--- src/rtl/riscv_core.sv ---
// Single-cycle RV32I integer core: fetch, decode, execute and retire one
// instruction per clock against asynchronous-read instruction/data memories.
// Optional retirement trace is compiled in only when RISCV_CORE_TRACE_EN is defined.
module riscv_core #(
    parameter logic [31:0] RESET_PC = 32'h0000_0000
) (
    input  logic        clk,
    input  logic        rst,
    output logic [31:0] inst_addr_o,
    input  logic [31:0] inst_i,
    output logic        inst_ce_o,
    output logic        data_ce_o,
    output logic        data_we_o,
    output logic [31:0] data_addr_o,
    input  logic [31:0] data_i,
    output logic [31:0] data_o
);

    localparam logic [6:0] OP_LUI    = 7'b0110111;
    localparam logic [6:0] OP_AUIPC  = 7'b0010111;
    localparam logic [6:0] OP_JAL    = 7'b1101111;
    localparam logic [6:0] OP_JALR   = 7'b1100111;
    localparam logic [6:0] OP_BRANCH = 7'b1100011;
    localparam logic [6:0] OP_LOAD   = 7'b0000011;
    localparam logic [6:0] OP_STORE  = 7'b0100011;
    localparam logic [6:0] OP_IMM    = 7'b0010011;
    localparam logic [6:0] OP_REG    = 7'b0110011;

    logic [31:0] pc;
    logic [31:0] next_pc;
    logic        running;
    logic [31:0] regs [32];

    logic [6:0]  opcode;
    logic [4:0]  rd;
    logic [4:0]  rs1;
    logic [4:0]  rs2;
    logic [2:0]  funct3;
    logic [6:0]  funct7;
    logic [31:0] rs1_val;
    logic [31:0] rs2_val;
    logic [31:0] imm_i;
    logic [31:0] imm_s;
    logic [31:0] imm_b;
    logic [31:0] imm_u;
    logic [31:0] imm_j;

    logic [31:0] alu;
    logic        wb_en;
    logic [31:0] wb_val;
    logic        mem_read;
    logic        mem_write;
    logic        taken;

    assign opcode = inst_i[6:0];
    assign rd     = inst_i[11:7];
    assign funct3 = inst_i[14:12];
    assign rs1    = inst_i[19:15];
    assign rs2    = inst_i[24:20];
    assign funct7 = inst_i[31:25];

    assign rs1_val = (rs1 == 5'd0) ? 32'd0 : regs[rs1];
    assign rs2_val = (rs2 == 5'd0) ? 32'd0 : regs[rs2];

    assign imm_i = {{20{inst_i[31]}}, inst_i[31:20]};
    assign imm_s = {{20{inst_i[31]}}, inst_i[31:25], inst_i[11:7]};
    assign imm_b = {{19{inst_i[31]}}, inst_i[31], inst_i[7], inst_i[30:25], inst_i[11:8], 1'b0};
    assign imm_u = {inst_i[31:12], 12'd0};
    assign imm_j = {{11{inst_i[31]}}, inst_i[31], inst_i[19:12], inst_i[20], inst_i[30:21], 1'b0};

    // Decode and execute the current instruction; anything not recognised falls through as a NOP
    always_comb begin
        next_pc   = pc + 32'd4;
        alu       = 32'd0;
        wb_en     = 1'b0;
        wb_val    = 32'd0;
        mem_read  = 1'b0;
        mem_write = 1'b0;
        taken     = 1'b0;
        case (opcode)
            OP_LUI: begin
                alu    = imm_u;
                wb_en  = 1'b1;
                wb_val = imm_u;
            end
            OP_AUIPC: begin
                alu    = pc + imm_u;
                wb_en  = 1'b1;
                wb_val = alu;
            end
            OP_JAL: begin
                alu     = pc + imm_j;
                wb_en   = 1'b1;
                wb_val  = pc + 32'd4;
                next_pc = alu;
            end
            OP_JALR: begin
                if (funct3 == 3'b000) begin
                    alu     = rs1_val + imm_i;
                    wb_en   = 1'b1;
                    wb_val  = pc + 32'd4;
                    next_pc = {alu[31:1], 1'b0};
                end
            end
            OP_BRANCH: begin
                case (funct3)
                    3'b000:  taken = (rs1_val == rs2_val);
                    3'b001:  taken = (rs1_val != rs2_val);
                    3'b100:  taken = ($signed(rs1_val) < $signed(rs2_val));
                    3'b101:  taken = ($signed(rs1_val) >= $signed(rs2_val));
                    3'b110:  taken = (rs1_val < rs2_val);
                    3'b111:  taken = (rs1_val >= rs2_val);
                    default: taken = 1'b0;
                endcase
                if (taken) begin
                    next_pc = pc + imm_b;
                end
            end
            OP_LOAD: begin
                if (funct3 == 3'b010) begin
                    alu      = rs1_val + imm_i;
                    mem_read = 1'b1;
                    wb_en    = 1'b1;
                    wb_val   = data_i;
                end
            end
            OP_STORE: begin
                if (funct3 == 3'b010) begin
                    alu       = rs1_val + imm_s;
                    mem_write = 1'b1;
                end
            end
            OP_IMM: begin
                wb_en = 1'b1;
                case (funct3)
                    3'b000: alu = rs1_val + imm_i;
                    3'b010: alu = {31'd0, $signed(rs1_val) < $signed(imm_i)};
                    3'b011: alu = {31'd0, rs1_val < imm_i};
                    3'b100: alu = rs1_val ^ imm_i;
                    3'b110: alu = rs1_val | imm_i;
                    3'b111: alu = rs1_val & imm_i;
                    3'b001: begin
                        if (funct7 == 7'h00) alu = rs1_val << imm_i[4:0];
                        else wb_en = 1'b0;
                    end
                    default: begin
                        if (funct7 == 7'h00) alu = rs1_val >> imm_i[4:0];
                        else if (funct7 == 7'h20) alu = $signed(rs1_val) >>> imm_i[4:0];
                        else wb_en = 1'b0;
                    end
                endcase
                wb_val = alu;
            end
            OP_REG: begin
                if (funct7 == 7'h00) begin
                    wb_en = 1'b1;
                    case (funct3)
                        3'b000:  alu = rs1_val + rs2_val;
                        3'b001:  alu = rs1_val << rs2_val[4:0];
                        3'b010:  alu = {31'd0, $signed(rs1_val) < $signed(rs2_val)};
                        3'b011:  alu = {31'd0, rs1_val < rs2_val};
                        3'b100:  alu = rs1_val ^ rs2_val;
                        3'b101:  alu = rs1_val >> rs2_val[4:0];
                        3'b110:  alu = rs1_val | rs2_val;
                        default: alu = rs1_val & rs2_val;
                    endcase
                end else if (funct7 == 7'h20 && funct3 == 3'b000) begin
                    wb_en = 1'b1;
                    alu   = rs1_val - rs2_val;
                end else if (funct7 == 7'h20 && funct3 == 3'b101) begin
                    wb_en = 1'b1;
                    alu   = $signed(rs1_val) >>> rs2_val[4:0];
                end
                wb_val = alu;
            end
            default: ;
        endcase
    end

    // PC, fetch enable and register-file write; the first edge after reset only enables fetch
    always_ff @(posedge clk or negedge rst) begin
        if (!rst) begin
            pc      <= RESET_PC;
            running <= 1'b0;
            for (int i = 0; i < 32; i++) begin
                regs[i] <= 32'd0;
            end
        end else if (!running) begin
            running <= 1'b1;
        end else begin
            pc <= next_pc;
            if (wb_en && rd != 5'd0) begin
                regs[rd] <= wb_val;
            end
        end
    end

    assign inst_addr_o = pc;
    assign inst_ce_o   = running;
    assign data_ce_o   = running & (mem_read | mem_write);
    assign data_we_o   = running & mem_write;
    assign data_addr_o = running ? alu : 32'd0;
    assign data_o      = running ? rs2_val : 32'd0;

`ifdef RISCV_CORE_TRACE_EN
    // Simulation-only retirement trace, one line per executed instruction
    always @(posedge clk) begin
        if (rst && running) begin
            if (mem_write)
                $display("%0t pc=%h inst=%h sw addr=%h data=%h", $time, pc, inst_i, alu, rs2_val);
            else if (mem_read)
                $display("%0t pc=%h inst=%h lw addr=%h val=%h rd=x%0d", $time, pc, inst_i, alu, data_i, rd);
            else if (wb_en && rd != 5'd0)
                $display("%0t pc=%h inst=%h rd=x%0d val=%h", $time, pc, inst_i, rd, wb_val);
            else
                $display("%0t pc=%h inst=%h", $time, pc, inst_i);
        end
    end
`else
    // Trace disabled: only the core logic above is elaborated.
`endif

endmodule

--- config.mk ---
export PLATFORM = sky130hd
export DESIGN_NAME = riscv_core
export DESIGN_NICKNAME = d
export VERILOG_FILES = /design/src/rtl/riscv_core.sv
export SDC_FILE = /design/constraint.sdc
export NUM_CORES = 2
export LEC_CHECK = 0
export BUFFER_PORTS_ARGS = -buffer_cell sky130_fd_sc_hd__buf_4
export CAP_MARGIN = 20
export CORE_ASPECT_RATIO = 0.6
export CORE_MARGIN = 1
export CORE_UTILIZATION = 40
export CTS_CLUSTER_SIZE = 28
export DETAILED_ROUTE_END_ITERATION = 6
export SLEW_MARGIN = 10
export SYNTH_ARGS = -nofsm -noshare
export SYNTH_HDL_FRONTEND = slang
export SYNTH_SLANG_ARGS = --single-unit
--- constraint.sdc ---
create_clock -name clk -period 12 [get_ports clk]
set_clock_uncertainty 0.1 [all_clocks]
set_input_delay 0.6 -clock clk [delete_from_list [all_inputs] [get_ports clk]]
set_output_delay 0.6 -clock clk [all_outputs]
set_load 0.005 [all_outputs]
# Word-level counts from Yosys, hierarchy flattened
# Cells that the tools add are included.
# op_classes
n_addsub	8
multipliers	0
n_div	0
n_lt_le_gt_ge	10
eq_ne	19
shifts	6
n_mux	45
bitwise_logic	12
reduce_logical	12
# op_table
op	n
bitwise mux 1024 bit	1
two-way mux 32 bit	22
case mux 32 bit (7 select lines)	3
binary-select mux 32 bit (select 5 bit)	2
case mux 32 bit (8 select lines)	1
adder 32 bit	6
demux 32 bit (select 5 bit)	1
less-than comparator 32 bit	3
case mux 32 bit (3 select lines)	1
bitwise AND 32 bit	2
>= comparator 32 bit	2
bitwise OR 32 bit	2
left shift 32 x 5 -> 32 bit	2
>> shifter 32 x 5 -> 32 bit	2
>>> shifter 32 x 5 -> 32 bit	2
XOR 32 bit	2
adder 32 x 3 -> 32 bit, second input constant	1
equality test 32 bit	1
less-than comparator 32 x 12 -> 1 bit	1
!= test 32 bit	1
subtractor 32 bit	1
equality test 7 x 6 -> 1 bit, second input constant	4
equality test 7 bit, second input constant	3
>= comparator 6 bit, second input constant	3
other kinds (21)	43
# word_totals
regBits	1057
latch_bits	0
ramBits	0
romBits	0
inputBits	66
out_inout_bits	99
wordCells	146
memories	0

# Depth between registers and ports, before layout
# depth
depth_word	11
depth_mapped	31
mapped_depth_nobuf	19

# Worst setup path after synthesis
# No wires, ideal clock.
# synth_timing
path_kind	input to output
startpoint	input port inst_i[20]
endpoint	output port data_addr_o[31]
t_arrival_ns	7.374
required_ns	11.300
setup_slack_ns	3.926
path_stages	27
n_path_buf	11
cell_sequence	buf_4 -> buf_6 -> buf_4 -> buf_2 -> buf_2 -> buf_2 -> buf_2 -> clkbuf_1 -> clkbuf_1 -> buf_1 -> mux4_2 -> mux4_2 -> a21oi_1 -> ha_1 -> inv_1 -> a21oi_1 -> o31ai_1 -> a21oi_1 -> o21bai_1 -> a31oi_1 -> o31ai_1 -> a211oi_1 -> o21a_1 -> o211ai_1 -> buf_2 -> o211ai_1 -> a31oi_1
# synth_via
elab_chain_cells	11
word_cells_on_any_way	32
classes_between	add/sub (5); shift (6); mux (16); bitwise (4); reduce/logical (1)
# synth_lines
item	line_no	source
start: declaration	10	input logic [31:0] inst_i,
branches (longest 9 deep; another with adder 32 bit)	--	
case mux 32 bit (8 select lines) (*)	80	case (opcode)
two-way mux 32 bit (*)	202	assign data_addr_o = running ? alu : 32'd0;
end: declaration	14	output logic [31:0] data_addr_o,
# Mark *: on every way between the ends. The select of a mux whose other input is x is not followed.

# Worst setup path in the final report
# layout_timing
startpoint	input port inst_i[15]
endpoint	output port data_addr_o[26]
# layout_via
elab_chain_cells	11
word_cells_on_any_way	37
classes_between	add/sub (6); shift (6); mux (17); bitwise (7); reduce/logical (1)
# layout_lines
item	line_no
branches (longest 9 deep; another with adder 32 bit)	--
case mux 32 bit (8 select lines) (*)	80
two-way mux 32 bit (*)	202
# Marked as above.

==> results.cfg <==
[run_status]
outcome = complete, but fails checks
violations = DRC

[critical_path]
cp_top_family = simple AND/OR/NAND/NOR gates
cp_common_cell = buf_4
crit_arrival_ps = 9220
crit_chain = buf_8, buf_12, mux4_2, mux2_2, a2111o_1, nand3_2, buf_4, inv_1, ha_1, nor4_1, nor2b_1, nand3_1, nor2_1, a211oi_1, xnor2_1, nor2_1, o211ai_1, nand2_1, buf_4, o31ai_1, o21ai_0, buf_4
setup.worst_path.start_class = input port
cp-end-kind = output pin
slowest_stage = nor4_1
critPathKind = in -> out
critPathMaxStageDelay_ps = 910
cp.required_ps = 11300
crit_fanout = 77
critPathBufInv = 6

[clock_network]
cts_resized = 0
insertion_delay_ps = 780
clock_sinks = 1056
htree_levels = 3
clk_pin_slew_ps = 70
cts_tree = done
cts_buffers = 102
ctsLongestPathBuffers = 3
clock-root-buffer = clkbuf_16

[finish]
final_nets = 8937
area.sequential_um2 = 26400
multi_input_comb_area_um2 = 52900
final_common_cell = dfrtp_1
drive_above_1_share = 0.211
layout_common_cells = dfrtp_1 (1,055), nor2_1 (936), a21oi_1 (860), nand2_1 (623), buf_4 (499)
fillCellCount = 19676
synthToLayoutAreaGrowth_pct = 9.86

[drt]
via_per_inst = 7.33
firstDrtPassIters = 7
wl_per_cell_um = 42.6
drt_wl_total_um = 488000
vias = 83913
antenna_left = 0
drc = 28
dr.first_iter.drc_count = 15023

[timing]
setup_slack_ps = 2090
worstMarginPinSlew_ps = 1310
slew_viol_final = 0
finalCritPeriodShare = 0.826
tns_ps = 0
finalSetupViolations = 0
rsz0062_at_grt = no
fmax_mhz = 101
slew-limit-headroom = 0.122
period_needed_ps = 9920
finalHoldViolations = 0

[grt]
grt_pass1_vias = 76743
antenna_found_initial = 33
grt_pass1_wl_um = 659000
grtUsageTotal = 0.453
grt-ovfl-total = 0
grt_max_degree = 151

[synthesis]
seq_area_frac_synth = 0.318
synth.distinct_cells = 108
yosys_most_used_dff = dfrtp_1
mappedNetlistNets = 9145
synthCells = 8815
avgSynthCellArea_um2 = 9.42
yosysWarningCount = 0
synth_edf_count = 0
syn_area_um2 = 83000
synth_async_sr_flop_share = 1.00
synth-seq-cells = 1056

[die]
initial_core_util = 0.403
die-area_um2 = 209000
die_x_um = 590
core_um2 = 206000
rows = 129
num_io_pins = 165
die-height_um = 355

[worst_hold_path]
hold_class = in -> reg

[place]
port_buffers = 163
dp_hpwl_um = 354000
dp_slack_ps = 2590
gp_congestion = 1.13

[pwr]
power_density_nw_per_um2 = 109
ir_worst_vdd_uv = 125
p_leak_uw = 0.0389

[job]
drv_cap = 0
## per-stage QoR
| stage | hold WS (ps) | cells | cell area [um2] | util | total power, uW |
|---|---|---|---|---|---|
| 4_1_cts | 190 | 11427 | 91000 | 0.441 | 9730 |
| 2_1_floorplan | 204 | 8815 | 83000 | - | 5130 |
| 3_3_place_gp | 265 | 11230 | 87400 | 0.424 | 6320 |
| 3_5_place_dp | 265 | 11240 | 87500 | 0.424 | 6320 |
| 5_1_grt | 142 | 11440 | 91200 | 0.442 | 10100 |
| 6_report | 117 | 11455 | 91200 | 0.442 | 9910 |
## where the power goes
part / internal, uW / total, uW / switching (uW)
logic: 797 / 2770 / 1980
registers: 3590 / 3690 / 97.2
clock network: 1890 / 3450 / 1560
total: 6280 / 9910 / 3630
## per-layer routing
metal,GRT usage,up-vias,wire [um]
li1,-,32883,-
met1,0.639,42905,202000
met2,0.564,6978,179000
met3,0.252,1111,85600
met4,0.158,36,21000
met5,0.00943,-,444
## tightest hold or removal path, stage by stage
cell	delay (ps)
buf_4	130
nor3_2	70
nand3_1	70
a31oi_1	90
## registers in the layout (all words and copies together) (netlist names)
register / count
regs: 1024
inst_addr_o: 31
inst_ce_o: 1
## worst paths after layout
check,to,cells past startpoint,slack [ps],start
worst min register to register,regs[996]$_DFFE_PN0P_,0,290,regs[996]$_DFFE_PN0P_
worst max register to register,regs[89]$_DFFE_PN0P_,19,3950,regs[78]$_DFFE_PN0P_
max in group asynchronous,regs[835]$_DFFE_PN0P_,4,8970,rst
worst max-delay path,data_addr_o[26],22,2090,inst_i[15]
worst min-delay path,inst_addr_o[31]$_DFFE_PN0P_,4,120,inst_i[3]
min in group asynchronous,regs[509]$_DFFE_PN0P_,2,290,rst
## cell type report
type	instances	area share
clock buffers	144	0.0327
multi-input cells	6736	0.580
repair buffers	536	0.0469
clock inverters	42	0.00557
flip-flops and latches	1056	0.290
inverters	175	0.00729
well taps	2751	0.0377
diodes	15	0.000412
## logic make-up after synthesis
| logic type | after synthesis | synth area share |
|---|---|---|
| adder cells (fa/ha/maj) | 264 | 0.0404 |
| AO/OA/AOI/OAI | 2610 | 0.205 |
| buffers and inverters | 1023 | 0.0538 |
| flip-flops | 1056 | 0.318 |
| other | 2 | 0.0000905 |
| XOR/XNOR | 183 | 0.0193 |
| multiplexers | 1244 | 0.231 |
| AND/OR/NAND/NOR | 2433 | 0.132 |
## synth_stat cells, types with 22 or more instances
library cell  number  area [um2]
ha_1             257        3220
xnor2_1          132        1160
buf_4             36         270
o21ai_1           43         215
mux2i_1          330        3300
xor2_1            51         447
inv_1            143         537
dfrtp_1         1056       26400
mux4_2           493       11100
and2_1            34         213
nor2b_1           55         344
and3_1            41         257
or2_2             22         138
o221ai_1          79         692
o22a_1            29         254
nand3_1          156         781
buf_1             94         353
a211o_1           26         228
o21a_1            37         278
o21ai_0          371        1860
nor3_1           179         896
a2111o_1          35         394
a21o_1            92         691
a31oi_1          150         938
a21oi_1          869        4350
mux2_2           416        4680
o31ai_1           47         353
a22oi_1           61         458
nor4_1           132         826
a211oi_1         113         848
a22o_1            40         350
o22ai_1          177        1110
nor2_1           979        3670
clkbuf_1         561        2110
a221oi_1          53         464
o211ai_1          66         495
buf_2            116         581
nand2_1          626        2350
buf_6             32         360
nand4_1           62         388
o21bai_1          58         435
or3_1             36         225
## what timing repair did
action                    4_1_cts  5_1_grt
hold endpoints to repair       80        0
hold buffers                    1        0
setup buffers                   0        0
No activity file was read; power rests on OpenSTA's default activity.
